File: src/rtl/rst_seq_ctrl.sv
// Reset sequencer: holds selected reset domains low for a minimum width, then releases them one by one.
// Optional macro RST_SEQ_WDT_EN enables watchdog-triggered full resets via WDT_EXPIRE.
module rst_seq_ctrl #(
    parameter int NUM_DOMAINS    = 3,
    parameter int HOLD_CYCLES    = 16,
    parameter int STAGGER_CYCLES = 4
) (
    input  logic                   CLK,
    input  logic                   RST,
    input  logic                   SW_RST_REQ,
    input  logic [NUM_DOMAINS-1:0] SW_RST_MASK,
    input  logic                   WDT_EXPIRE,
    output logic [NUM_DOMAINS-1:0] DOMAIN_RST_N,
    output logic                   SW_RST_ACK,
    output logic                   SEQ_BUSY,
    output logic [1:0]             RST_CAUSE
);

    localparam int CNT_MAX = (HOLD_CYCLES > STAGGER_CYCLES) ? HOLD_CYCLES : STAGGER_CYCLES;
    localparam int CNT_W   = $clog2(CNT_MAX + 1);

    localparam logic [1:0] CAUSE_POR = 2'b00;
    localparam logic [1:0] CAUSE_SW  = 2'b01;
    localparam logic [1:0] CAUSE_WDT = 2'b10;

    typedef enum logic [1:0] {
        S_IDLE    = 2'b00,
        S_ASSERT  = 2'b01,
        S_RELEASE = 2'b10
    } state_e;

    state_e                 state_q, state_d;
    logic [CNT_W-1:0]       cnt_q, cnt_d;
    logic [NUM_DOMAINS-1:0] pend_q, pend_d;
    logic [NUM_DOMAINS-1:0] dom_q, dom_d;
    logic                   ack_q, ack_d;
    logic                   busy_q, busy_d;
    logic [1:0]             cause_q, cause_d;

    logic                   wdt_fire;
    logic [NUM_DOMAINS-1:0] lowest;

`ifdef RST_SEQ_WDT_EN
    assign wdt_fire = WDT_EXPIRE;
`else
    assign wdt_fire = WDT_EXPIRE & 1'b0;
`endif

    // Lowest still-pending domain: releases go in ascending index order.
    assign lowest = pend_q & (~pend_q + NUM_DOMAINS'(1));

    always_comb begin
        // NOTE: every _d gets a default first so no path leaves it unassigned and infers a latch.
        state_d = state_q;
        cnt_d   = cnt_q;
        pend_d  = pend_q;
        dom_d   = dom_q;
        ack_d   = 1'b0;
        busy_d  = busy_q;
        cause_d = cause_q;

        case (state_q)
            S_IDLE: begin
                if (SW_RST_REQ) begin
                    ack_d = 1'b1;
                    if (|SW_RST_MASK) begin
                        state_d = S_ASSERT;
                        cnt_d   = '0;
                        pend_d  = SW_RST_MASK;
                        dom_d   = ~SW_RST_MASK;
                        busy_d  = 1'b1;
                        cause_d = CAUSE_SW;
                    end
                end
            end
            S_ASSERT: begin
                if (cnt_q == CNT_W'(HOLD_CYCLES - 1)) begin
                    state_d = S_RELEASE;
                    cnt_d   = '0;
                    dom_d   = dom_q | lowest;
                    pend_d  = pend_q & ~lowest;
                end else begin
                    cnt_d = cnt_q + CNT_W'(1);
                end
            end
            S_RELEASE: begin
                if (pend_q == '0) begin
                    state_d = S_IDLE;
                    busy_d  = 1'b0;
                end else if (cnt_q == CNT_W'(STAGGER_CYCLES - 1)) begin
                    cnt_d  = '0;
                    dom_d  = dom_q | lowest;
                    pend_d = pend_q & ~lowest;
                end else begin
                    cnt_d = cnt_q + CNT_W'(1);
                end
            end
            default: begin
                state_d = S_IDLE;
                busy_d  = 1'b0;
            end
        endcase

        // Watchdog overrides everything, including a same-cycle SW request.
        if (wdt_fire) begin
            state_d = S_ASSERT;
            cnt_d   = '0;
            pend_d  = '1;
            dom_d   = '0;
            ack_d   = 1'b0;
            busy_d  = 1'b1;
            cause_d = CAUSE_WDT;
        end
    end

    // Reset values describe a POR sequence already in its hold phase.
    always_ff @(posedge CLK or negedge RST) begin
        // NOTE: sequential state uses non-blocking assignments so all flops update together.
        if (!RST) begin
            state_q <= S_ASSERT;
            cnt_q   <= '0;
            pend_q  <= '1;
            dom_q   <= '0;
            ack_q   <= 1'b0;
            busy_q  <= 1'b1;
            cause_q <= CAUSE_POR;
        end else begin
            state_q <= state_d;
            cnt_q   <= cnt_d;
            pend_q  <= pend_d;
            dom_q   <= dom_d;
            ack_q   <= ack_d;
            busy_q  <= busy_d;
            cause_q <= cause_d;
        end
    end

    assign DOMAIN_RST_N = dom_q;
    assign SW_RST_ACK   = ack_q;
    assign SEQ_BUSY     = busy_q;
    assign RST_CAUSE    = cause_q;

endmodule

File: config.mk
export PLATFORM = sky130hd
export DESIGN_NAME = rst_seq_ctrl
export DESIGN_NICKNAME = d
export VERILOG_FILES = /design/src/rtl/rst_seq_ctrl.sv
export SDC_FILE = /design/constraint.sdc
export NUM_CORES = 1
export LEC_CHECK = 0
export BUFFER_PORTS_ARGS = -buffer_cell sky130_fd_sc_hd__buf_4
export CAP_MARGIN = 30
export CORE_MARGIN = 2
export CORE_UTILIZATION = 30
export DETAILED_ROUTE_END_ITERATION = 6
export REMOVE_ABC_BUFFERS = 1
export SLEW_MARGIN = 10
export SYNTH_ARGS = -nofsm -noshare
export SYNTH_HDL_FRONTEND = slang
export SYNTH_SLANG_ARGS = --single-unit
File: constraint.sdc
create_clock -name CLK -period 5.4 [get_ports CLK]
set_input_delay 0.54 -clock CLK [delete_from_list [all_inputs] [get_ports CLK]]
set_output_delay 0.54 -clock CLK [all_outputs]
set_load 0.01 [all_outputs]
# [Word level (Yosys, flattened, before mapping)]
# Cells that the tools add are included.
[totals] reg_bits=16 in_bits=7 word_cells=64
[op_classes] addsub=2 n_eq_ne=10 mux=29 n_bitwise=7 n_reduce_logical=9
[op_table] cell="$mux 3" count=10
[op_table] cell="$mux 5" count=5
[op_table] cell="$pmux 3 s3" count=2
[op_table] cell="$pmux 5 s3" count=1
[op_table] cell="$ne 2x2->1 const B" count=6
[op_table] cell="$reduce_and 4->1" count=3
[op_table] cell="$not 3->3" count=3
[op_table] cell="$mux 2" count=4
[op_table] cell="$and 3x3->3" count=2
[op_table] cell="$pmux 2 s3" count=1
[op_table] cell="$reduce_and 6->1" count=1
[op_table] cell="$add 5x1->5 const B" count=1
[op_table] cell="$eq 5x2->1 const B" count=1
[op_table] cell="$eq 5x4->1 const B" count=1
[op_table] cell="$mux 1" count=5
[op_table] cell="$add 3x1->3 const B" count=1
[op_table] cell="$logic_not 3->1" count=1
[op_table] cell="$or 3x3->3" count=1
[op_table] cell="$pmux 1 s3" count=1
[op_table] cell="$reduce_and 3->1" count=1
[op_table] cell="$reduce_bool 3->1" count=1
[op_table] cell="$reduce_or 3->1" count=1
[op_table] cell="$eq 2x1->1 const B" count=1
[op_table] cell="$eq 2x2->1 const B" count=1
[op_table] cell="2 further kinds" count=2

# [Longest topological paths before layout]
# Gate-level depths: netlist of the first run.
[depth] depth_word=8 ltp_mapped=8 depth_no_buf=8

# [Least setup slack after synthesis of the first run]
# OpenSTA, ideal clock, no wires.
[synth_path] kind="flip-flop to flip-flop" startpoint="reg state_q[0]" endpoint="reg pend_q[0]" arrival_time_ns=1.799 t_required_ns=5.318 path_slack_ns=3.519 stages_incl_launch_ff=8 path_buffers=1 synth_period_minus_slack_ns=1.881 path_cell_list="dfstp_2 > inv_1 > ha_1 > buf_2 > nor2_1 > nor2_1 > nand3_4 > mux2_4"
[synth_via] elab_chain_len=3 elab_cells_between_ends=11 cone_classes="eq/ne: 7; mux: 1; reduce/logical: 3"
[synth_rtl] element="start, declared" line="32" text="state_e state_q, state_d;"
[synth_rtl] element="start signal, assigned" line="128" text="state_q <= state_d;"
[synth_rtl] element="$eq 2x2->1, or another cell as far along" line="62" text="case (state_q)"
[synth_rtl] element="$ne 2x2->1 (no line) or $reduce_bool 3->1 (tied branches)"
[synth_rtl] element="$reduce_and 6->1 (no line)"
[synth_rtl] element="end signal, assigned" line="130" text="pend_q <= pend_d;"
[synth_rtl] element="end, declared" line="34" text="logic [NUM_DOMAINS-1:0] pend_q, pend_d;"
# Several ways; a longest one is shown, not always the timed one.
# A chain may end at the register's enable or synchronous reset.

# [Worst setup path after layout of the first run]
# Ends and elaborated chain as after synthesis.

==> results.sh, run 1 <==
export IMPL_synth_distinct_cells=39
export IMPL_fp_dieW_um=61.7
export IMPL_stdcell_count=153
export IMPL_die_h_um=61.7
export IMPL_use_met3_pct=4.35
export IMPL_startpoint_type="register"
export IMPL_setup_tns_final_ns=0
export IMPL_met2_usage_pct=19.5
export IMPL_die_area_mm2=0.00381
export IMPL_core_mm2=0.00310
export IMPL_rsz0062_at_grt="false"
export IMPL_pin_count=14
export IMPL_met1_usage_pct=14.5
export IMPL_routed_via_density=4.73
export IMPL_reg2reg_depth=6
export IMPL_grt_pass1_vias=726
export IMPL_grt_start_max_net_pins=17
export IMPL_arrival_ns=2.34
export IMPL_ir_worst_vdd_mv=0.174
export IMPL_drc_errors=0
export IMPL_place_gp_congestion=0.810
export IMPL_grt_overflow_total=0
export IMPL_clkLatencyLatePin_ns=0.29
export IMPL_r2r_end="pend_q[0]"
export IMPL_comb_power_share_pct=47.0
export IMPL_cp_cell_sequence="inv_1, ha_1, nor2_1, nor2_1, nand3_4, mux2_4"
export IMPL_root_buffer="clkbuf_4"
export IMPL_internal_power_uw=326
export IMPL_htree_num_levels=1
export IMPL_cts_tree="done"
export IMPL_place_inst=149
export IMPL_place_hpwl_um=1480
export IMPL_leakage_uw=0.000525
export IMPL_min_period_over_period_pct=39.3
export IMPL_grt_use_total_pct=11.9
export IMPL_synthCells=96
export IMPL_clk_pin_slew_ns=0.09
export IMPL_port_buffers=11
export IMPL_antenna_found_initial=0
export IMPL_cts_sinks=16
export IMPL_whs_ns=0.0880
export IMPL_worst_pin_slew_ns=0.525
export IMPL_switchingPower_uw=204
export IMPL_required_ns=5.62
export IMPL_detail_route_antenna_nets=0
export IMPL_clock_path_buffers=2
export IMPL_reg2reg_from="state_q[0]"
export IMPL_path_class="register to register"
export IMPL_grt_pass1_wl_um=3260
export IMPL_final_nets=125
export IMPL_cts_buffers=3
export IMPL_start_util_pct=32.2
export IMPL_row_count=20
export IMPL_drv_slew=0
export IMPL_utilization_pct=37.4
export IMPL_ys_ff_latch=16
export IMPL_power_density_mw_per_mm2=456
export IMPL_max_cap_violations=0
export IMPL_async_reset_ff_share_pct=100
export IMPL_layout_drive_gt1_share_pct=26.6
export IMPL_endpoint_kind="register"
export IMPL_synth_enable_flop_cells=0
export IMPL_cp_slowest_cell="dfstp_2"
export IMPL_area_growth_pct=16.1
export IMPL_yosysTopAreaCell="dfrtp_1"
export IMPL_vias=723
export IMPL_cpLargestDelayFamily="simple AND/OR/NAND/NOR gates"
export IMPL_power_share_clock_pct=14.8
export IMPL_hold_viol=0
export IMPL_synth_top_area_share_pct=27.5
export IMPL_setup_viol=0
export IMPL_regToRegSetupSlack_ns=3.28
export IMPL_yosysMostFrequentCell="dfrtp_1"
export IMPL_wl_per_cell_um=12.6
export IMPL_insertedDiodeCount=0
export IMPL_yosys_warnings=0
export IMPL_avgSynthCellArea_um2=10.4
export IMPL_status="complete, no violations"
export IMPL_critPathMaxStageDelay_ns=0.56
export IMPL_crit_path_max_fanout=10
export IMPL_maxSlewHeadroom_pct=64.9
export IMPL_synthesis_area_um2=1000
export IMPL_first_iter_violations=19
export IMPL_post_cts_resized=0
export IMPL_clock_fmax_ghz=0.471
export IMPL_synth_seq_area_share_pct=40.7
export IMPL_cts_setup_buffers=0
export IMPL_synthTopCellsByArea="dfrtp_1 (28%), dfstp_2 (13%), ha_1 (10%)"
export IMPL_dr_pass1_iters=4
export IMPL_wirelength_um=1920
export IMPL_p_sw_share_pct=38.5
export IMPL_hold_buffers=0
export IMPL_worst_path_buf_inv=1
export IMPL_path_depth=6
export IMPL_hp_class="input port to async pin"
export IMPL_top_usage_layer="met2"
export IMPL_fin_skew_ns=0.00713
export IMPL_seqPwrFrac_pct=38.2
export IMPL_crit_top_cell="nor2_1"
export IMPL_synthTopCellsByCount="dfrtp_1 (11), inv_1 (10), ha_1 (8), nor2_1 (8)"
export IMPL_synthFlopType="dfrtp_1"
export IMPL_period_minus_slack_ns=2.12
[sequential cells by signal (all words and copies together), names as in the netlist]
signal,flops
SEQ_BUSY,1
SW_RST_ACK,1
DOMAIN_RST_N,3
RST_CAUSE,1
state_q,2
pend_q,3
cnt_q,5
[power by group through the flow]
stage | sequential, uW | clock (uW) | combinational [uW]
floorplan | 207 | 0 | 176
global placement | 204 | 0 | 248
global route | 210 | 90.1 | 281
CTS | 203 | 82.8 | 254
detailed placement | 205 | 0 | 253
finish | 203 | 78.3 | 249
[cell usage in the layout (no fill, tap or decap), types with 3 or more instances in the layout]
| master | instances |
|---|---|
| nand2b_1 | 4 |
| o31ai_1 | 3 |
| a41oi_1 | 3 |
| dfstp_2 | 5 |
| nor2b_1 | 5 |
| dfrtp_1 | 11 |
| buf_4 | 11 |
| nor2_1 | 8 |
| inv_1 | 10 |
| ha_1 | 8 |
| clkbuf_4 | 3 |
[metal layers]
metal	part of all wire (%)	up-vias
met5	0	-
met4	1.4	0
met3	3.4	2
met2	49	9
met1	46	337
li1	-	375
[worst max path at each step]
stage,startpoint,end,slack (ns)
6_report,state_q[0],pend_q[0],3.28
4_1_cts,state_q[0],pend_q[0],3.23
3_5_place_dp,state_q[0],pend_q[0],3.26
2_1_floorplan,state_q[0],cnt_q[4],3.52
5_1_grt,state_q[0],pend_q[0],3.13
3_3_place_gp,state_q[0],pend_q[0],3.29
[area by class of cell]
| cell class | instances | area [um^2] |
|---|---|---|
| Tap cell | 44 | 55.1 |
| Inverter | 10 | 37.5 |
| Multi-Input combinational cell | 68 | 543 |
| Sequential cell | 16 | 407 |
| Clock buffer | 4 | 36.3 |
| Timing Repair Buffer | 11 | 82.6 |
| Fill cell | 343 | 1940 |
[stage by stage]
step                      area (um^2)  worst slack, ns  total power, uW
after global placement           1120             3.29              451
after detailed placement         1120             3.26              458
after CTS                        1160             3.23              540
after global routing             1160             3.13              581
final                            1160             3.28              530
after floorplan                   987             3.52              383
[cells by family after synthesis]
logic type                 after synthesis  synth area share, %
and+or+nand+nor                         32                 19.8
AOI/OAI and AO/OA                       23                 19.4
DFF                                     16                 40.7
buffers and inverters                   12                 5.01
adders and majority gates                8                 10.0
muxes                                    4                 4.76
other                                    1                0.375
(Power assumes the default switching activity.)
==> run 2: changes to the inputs <==
==> constraint.sdc (replaced) <==
create_clock -name CLK -period 2.2 [get_ports CLK]
set_input_delay 0.22 -clock CLK [delete_from_list [all_inputs] [get_ports CLK]]
set_output_delay 0.22 -clock CLK [all_outputs]
set_load 0.01 [all_outputs]
==> run 2 against run 1 <==
Core utilization is 1.0 points higher. Non-clock buffer count is 4 higher. Critical endpoint unchanged. Sequential power is 150% higher. Hold slack better by 0.095 ns. Critical path type unchanged. Combinational power grew to 2.6 times the previous value. Flip-flop and latch count stayed put.
==> results.sh, run 2 (same netlist as run 1, synthesis figures left out) <==
export IMPL_status="complete, no violations"
export IMPL_port_buffers=11
export IMPL_wl_per_cell_um=12.4
export IMPL_stdcell_count=157
export IMPL_drc_errors=0
export IMPL_cts_buffers=3
export IMPL_final_common_cell="buf_4"
export IMPL_cts_setup_buffers=0
export IMPL_placed_area_mm2=0.00115
export IMPL_clkLatencyLatePin_ns=0.29
export IMPL_maxSlewHeadroom_pct=62.6
export IMPL_start_util_pct=32.2
export IMPL_cts_sinks=16
export IMPL_startpoint_type="register"
export IMPL_final_cell_area_mm2=0.00119
export IMPL_largest_reg_flops=5
export IMPL_hp_class="input port to register"
export IMPL_insertedDiodeCount=0
export IMPL_final_nets=129
export IMPL_worst_pin_slew_ns=0.559
export IMPL_grt_pass1_vias=710
export IMPL_vias=755
export IMPL_required_ns=2.42
export IMPL_min_period_over_period_pct=92.7
export IMPL_place_inst=152
export IMPL_cts_tree="done"
export IMPL_detail_route_antenna_nets=0
export IMPL_core_mm2=0.00310
export IMPL_leakage_uw=0.000544
export IMPL_fin_skew_ns=0.00609
export IMPL_root_buffer="clkbuf_4"
export IMPL_fp_dieW_um=61.7
export IMPL_crit_path_max_fanout=7
export IMPL_wirelength_um=1950
export IMPL_antenna_found_initial=0
export IMPL_clock_fmax_ghz=0.490
export IMPL_pin_count=14
export IMPL_ir_worst_vdd_mv=0.441
export IMPL_grt_overflow_total=0
export IMPL_endpoint_kind="register"
export IMPL_grt_start_max_net_pins=17
export IMPL_rsz0062_at_grt="false"
export IMPL_clock_path_buffers=2
export IMPL_htree_num_levels=1
export IMPL_period_minus_slack_ns=2.04
export IMPL_path_class="register to register"
export IMPL_drv_slew=0
export IMPL_first_iter_violations=19
export IMPL_place_hpwl_um=1500
export IMPL_setup_viol=0
export IMPL_clk_pin_slew_ns=0.10
export IMPL_worst_slack_ns=0.161
export IMPL_nFillCells=330
export IMPL_place_gp_congestion=0.804
export IMPL_layout_drive_gt1_share_pct=28.3
export IMPL_routed_via_density=4.81
export IMPL_die_area_mm2=0.00381
export IMPL_grt_use_total_pct=11.7
export IMPL_power_density_mw_per_mm2=1120
export IMPL_dr_pass1_iters=4
export IMPL_grt_pass1_wl_um=3150
export IMPL_whs_ns=0.183
export IMPL_regMostFlops="cnt_q"
export IMPL_hold_viol=0
export IMPL_max_cap_violations=0
export IMPL_arrival_ns=2.26
export IMPL_setup_tns_final_ns=0
export IMPL_area_growth_pct=19.4
export IMPL_place_ws_ns=0.187
export IMPL_die_h_um=61.7
export IMPL_final_cell_mix="buf_4 (14), dfrtp_1 (11), inv_1 (10)"
export IMPL_row_count=20
-- run 2: cell count changes in the layout (fill, tap and decap cells not counted) --
cell,previous run,this run
dlygate4sd3_1,0,1
buf_4,11,14
-- run 2: cell type report --
| type | instances | area (um^2) | share of cell area [%] |
|---|---|---|---|
| Clock buffer | 4 | 36.3 | 3.04 |
| Sequential cell | 16 | 407 | 34.1 |
| Timing Repair Buffer | 15 | 115 | 9.64 |
| Tap cell | 44 | 55.1 | 4.61 |
| Multi-Input combinational cell | 68 | 543 | 45.5 |
| Inverter | 10 | 37.5 | 3.14 |
-- run 2: metal layers --
metal  up-vias  track usage, %  share of wire [%]
li1        382               -                  -
met1       359            14.1                 48
met2        12            19.1                 47
met3         2            4.35                3.5
met4         0            4.56                1.6
met5         -               0                  0
-- run 2: worst paths after layout --
| path | startpoint | end | slack (ns) | cells after the start |
|---|---|---|---|---|
| worst max-delay path | cnt_q[0] | pend_q[0] | 0.16 | 8 |
| worst min-delay path | SW_RST_REQ | SW_RST_ACK | 0.18 | 2 |
| worst max register to register | cnt_q[0] | pend_q[0] | 0.16 | 8 |
| worst min register to register | RST_CAUSE[0] | RST_CAUSE[0] | 0.48 | 1 |
| max in group asynchronous | RST | state_q[0] | 1.63 | 2 |
| min in group asynchronous | RST | cnt_q[0] | 0.31 | 2 |
-- run 2: per-stage QoR --
step                      power, uW  util, %
after detailed placement       1150     37.0
after CTS                      1360     38.5
after floorplan                 940        -
final                          1340     38.5
after global placement         1130     37.0
after global routing           1450     38.5
-- run 2: critical path, stage by stage (launching register included) --
cell and delay [ns]:
dfrtp_1 0.40, ha_1 0.23, nand3_1 0.13, inv_1 0.08, ha_1 0.16, nor2b_1 0.06
nor2_1 0.45, nand3_4 0.14, mux2_4 0.32
-- run 2: power breakdown --
group / switching (uW) / internal [uW]
logic: 340 / 302
registers: 79.4 / 418
clock network: 96.0 / 101
-- run 2: repair_timing --
action / 4_1_cts / 5_1_grt
hold endpoints to repair: 11 / 0
resized for setup: 0 / 0
hold buffers: 1 / 0
==> run 3: changes to the inputs <==
--- a/config.mk
+++ b/config.mk
@@ -8,8 +8,10 @@
 export BUFFER_PORTS_ARGS = -buffer_cell sky130_fd_sc_hd__buf_4
 export CAP_MARGIN = 30
 export CORE_MARGIN = 2
-export CORE_UTILIZATION = 30
+export CORE_UTILIZATION = 55
 export DETAILED_ROUTE_END_ITERATION = 6
+export GPL_TIMING_DRIVEN = 0
+export PLACE_DENSITY = 0.77
 export REMOVE_ABC_BUFFERS = 1
 export SLEW_MARGIN = 10
 export SYNTH_ARGS = -nofsm -noshare
==> run 3 against run 2 <==
Clock power barely moved. Core utilization increased by 28 points. First-iteration DRC count decreased by 47%. Global-route usage grew 9.8 points. Routed wire length rose by 2.0%. Clock skew up 0.0054 ns. Maximum frequency down 1.3%. Setup slack worse by 0.026 ns. Design area shrank 3.7%. Critical endpoint is now cnt_q[0]. Highest routed layer unchanged.
==> results.sh, run 3 (same netlist as run 1, synthesis figures left out) <==
export IMPL_root_buffer="clkbuf_4"
export IMPL_wirelength_um=1990
export IMPL_cts_tree="done"
export IMPL_area_growth_pct=15.0
export IMPL_nFillCells=150
export IMPL_port_buffers=11
export IMPL_clkLatencyLatePin_ns=0.30
export IMPL_fin_skew_ns=0.0115
export IMPL_max_cap_violations=0
export IMPL_grt_pass1_vias=759
export IMPL_switchingPower_uw=531
export IMPL_largest_reg_flops=5
export IMPL_worst_path_buf_inv=1
export IMPL_grt_overflow_total=0
export IMPL_hp_class="input port to register"
export IMPL_dr_pass1_iters=4
export IMPL_routed_via_density=5.61
export IMPL_period_minus_slack_ns=2.07
export IMPL_cts_buffers=3
export IMPL_antenna_found_initial=0
export IMPL_path_class="register to register"
export IMPL_reg2reg_from="state_q[0]"
export IMPL_die_area_mm2=0.00217
export IMPL_grt_use_total_pct=21.5
export IMPL_grt_pass1_wl_um=3230
export IMPL_drv_slew=0
export IMPL_layout_drive_gt1_share_pct=27.3
export IMPL_first_iter_violations=10
export IMPL_clk_pin_slew_ns=0.10
export IMPL_htree_num_levels=1
export IMPL_core_mm2=0.00173
export IMPL_arrival_ns=2.27
export IMPL_start_util_pct=57.9
export IMPL_insertedDiodeCount=0
export IMPL_ir_worst_vdd_mv=0.680
export IMPL_wl_per_cell_um=14.7
export IMPL_cts_sinks=16
export IMPL_pin_count=14
export IMPL_grt_start_max_net_pins=17
export IMPL_fp_dieW_um=46.6
export IMPL_critPathMaxStageDelay_ns=0.57
export IMPL_setup_tns_final_ns=0
export IMPL_internal_power_uw=805
export IMPL_clock_path_buffers=2
export IMPL_die_h_um=46.6
export IMPL_hold_viol=0
export IMPL_cp_cell_sequence="inv_1, ha_1, nor2b_1, a221oi_2, nand3b_1, mux2i_1"
export IMPL_regToRegSetupSlack_ns=0.13
export IMPL_crit_path_max_fanout=6
export IMPL_hold_depth=2
export IMPL_cts_setup_buffers=0
export IMPL_startpoint_type="register"
export IMPL_drc_errors=0
export IMPL_place_hpwl_um=1460
export IMPL_endpoint_kind="register"
export IMPL_setup_viol=0
export IMPL_seqPwrFrac_pct=37.7
export IMPL_final_cell_mix="dfrtp_1 (11), buf_4 (11), inv_1 (10)"
export IMPL_min_from="SW_RST_REQ"
export IMPL_comb_power_share_pct=47.3
export IMPL_cpLargestDelayFamily="flip-flops"
export IMPL_regMostFlops="cnt_q"
export IMPL_reg2reg_depth=6
export IMPL_status="complete, no violations"
export IMPL_utilization_pct=66.6
export IMPL_clock_fmax_ghz=0.484
export IMPL_row_count=15
export IMPL_required_ns=2.41
export IMPL_final_nets=126
export IMPL_min_period_over_period_pct=93.9
export IMPL_worstHoldEndpoint="SW_RST_ACK"
export IMPL_power_share_clock_pct=15.0
export IMPL_vias=757
export IMPL_power_density_mw_per_mm2=1160
export IMPL_place_gp_congestion=0.745
export IMPL_leakage_uw=0.000529
export IMPL_detail_route_antenna_nets=0
export IMPL_cp_slowest_cell="dfstp_2"
export IMPL_p_sw_share_pct=39.7
export IMPL_r2r_end="cnt_q[0]"
export IMPL_whs_ns=0.169
export IMPL_rsz0062_at_grt="false"
## run 3: cell types whose count changed in the layout (fill, tap and decap cells not counted)
cell | before | now
nor2_2 | 0 | 1
nor2_1 | 8 | 7
buf_4 | 14 | 11
## run 3: area by class of cell
type	instances	area, um^2	share of cell area, %
Multi-Input combinational cell	68	546	47.4
Timing Repair Buffer	12	92.6	8.05
Tap cell	25	31.3	2.72
Inverter	10	37.5	3.26
Sequential cell	16	407	35.4
Clock buffer	4	36.3	3.16
## run 3: routing by layer
layer  vias up  wire length [um]  global-route usage (%)
li1        373                 -                       -
met1       367               872                    26.1
met2        12              1020                    38.3
met3         5                55                    2.35
met4         0                34                    8.89
met5         -                 0                       0
## run 3: worst max-delay path by stage
stage                     cells after the start       start        end  slack (ns)
after floorplan                               5  state_q[0]   cnt_q[4]        0.32
after global placement                        6  state_q[0]  pend_q[0]        0.14
after detailed placement                      6  state_q[0]  pend_q[2]        0.11
after CTS                                     6  state_q[0]  pend_q[0]        0.06
after global routing                          6  state_q[0]   cnt_q[0]       0.003
final                                         6  state_q[0]   cnt_q[0]        0.13
## run 3: power groups by stage
stage | Clock, uW | Sequential, uW | Combinational (uW)
after CTS | 207 | 503 | 626
after global placement | 0 | 503 | 599
final | 200 | 504 | 632
after global routing | 221 | 513 | 693
after detailed placement | 0 | 507 | 616
after floorplan | 0 | 508 | 432
## run 3: stage by stage
stage	cells	worst slack [ns]	total power, uW	area, um^2
after global routing	135	0.00251	1430	1150
after global placement	130	0.137	1100	1100
after CTS	135	0.0638	1340	1150
after floorplan	94	0.324	940	987
final	135	0.134	1340	1150
after detailed placement	130	0.113	1120	1100
## run 3: what timing repair did
action                                  in CTS  in global routing
endpoints found under the hold margin       14                  0
gates resized for setup                      0                  1
hold buffers                                 1                  0
endpoints found under the setup margin       0                  4
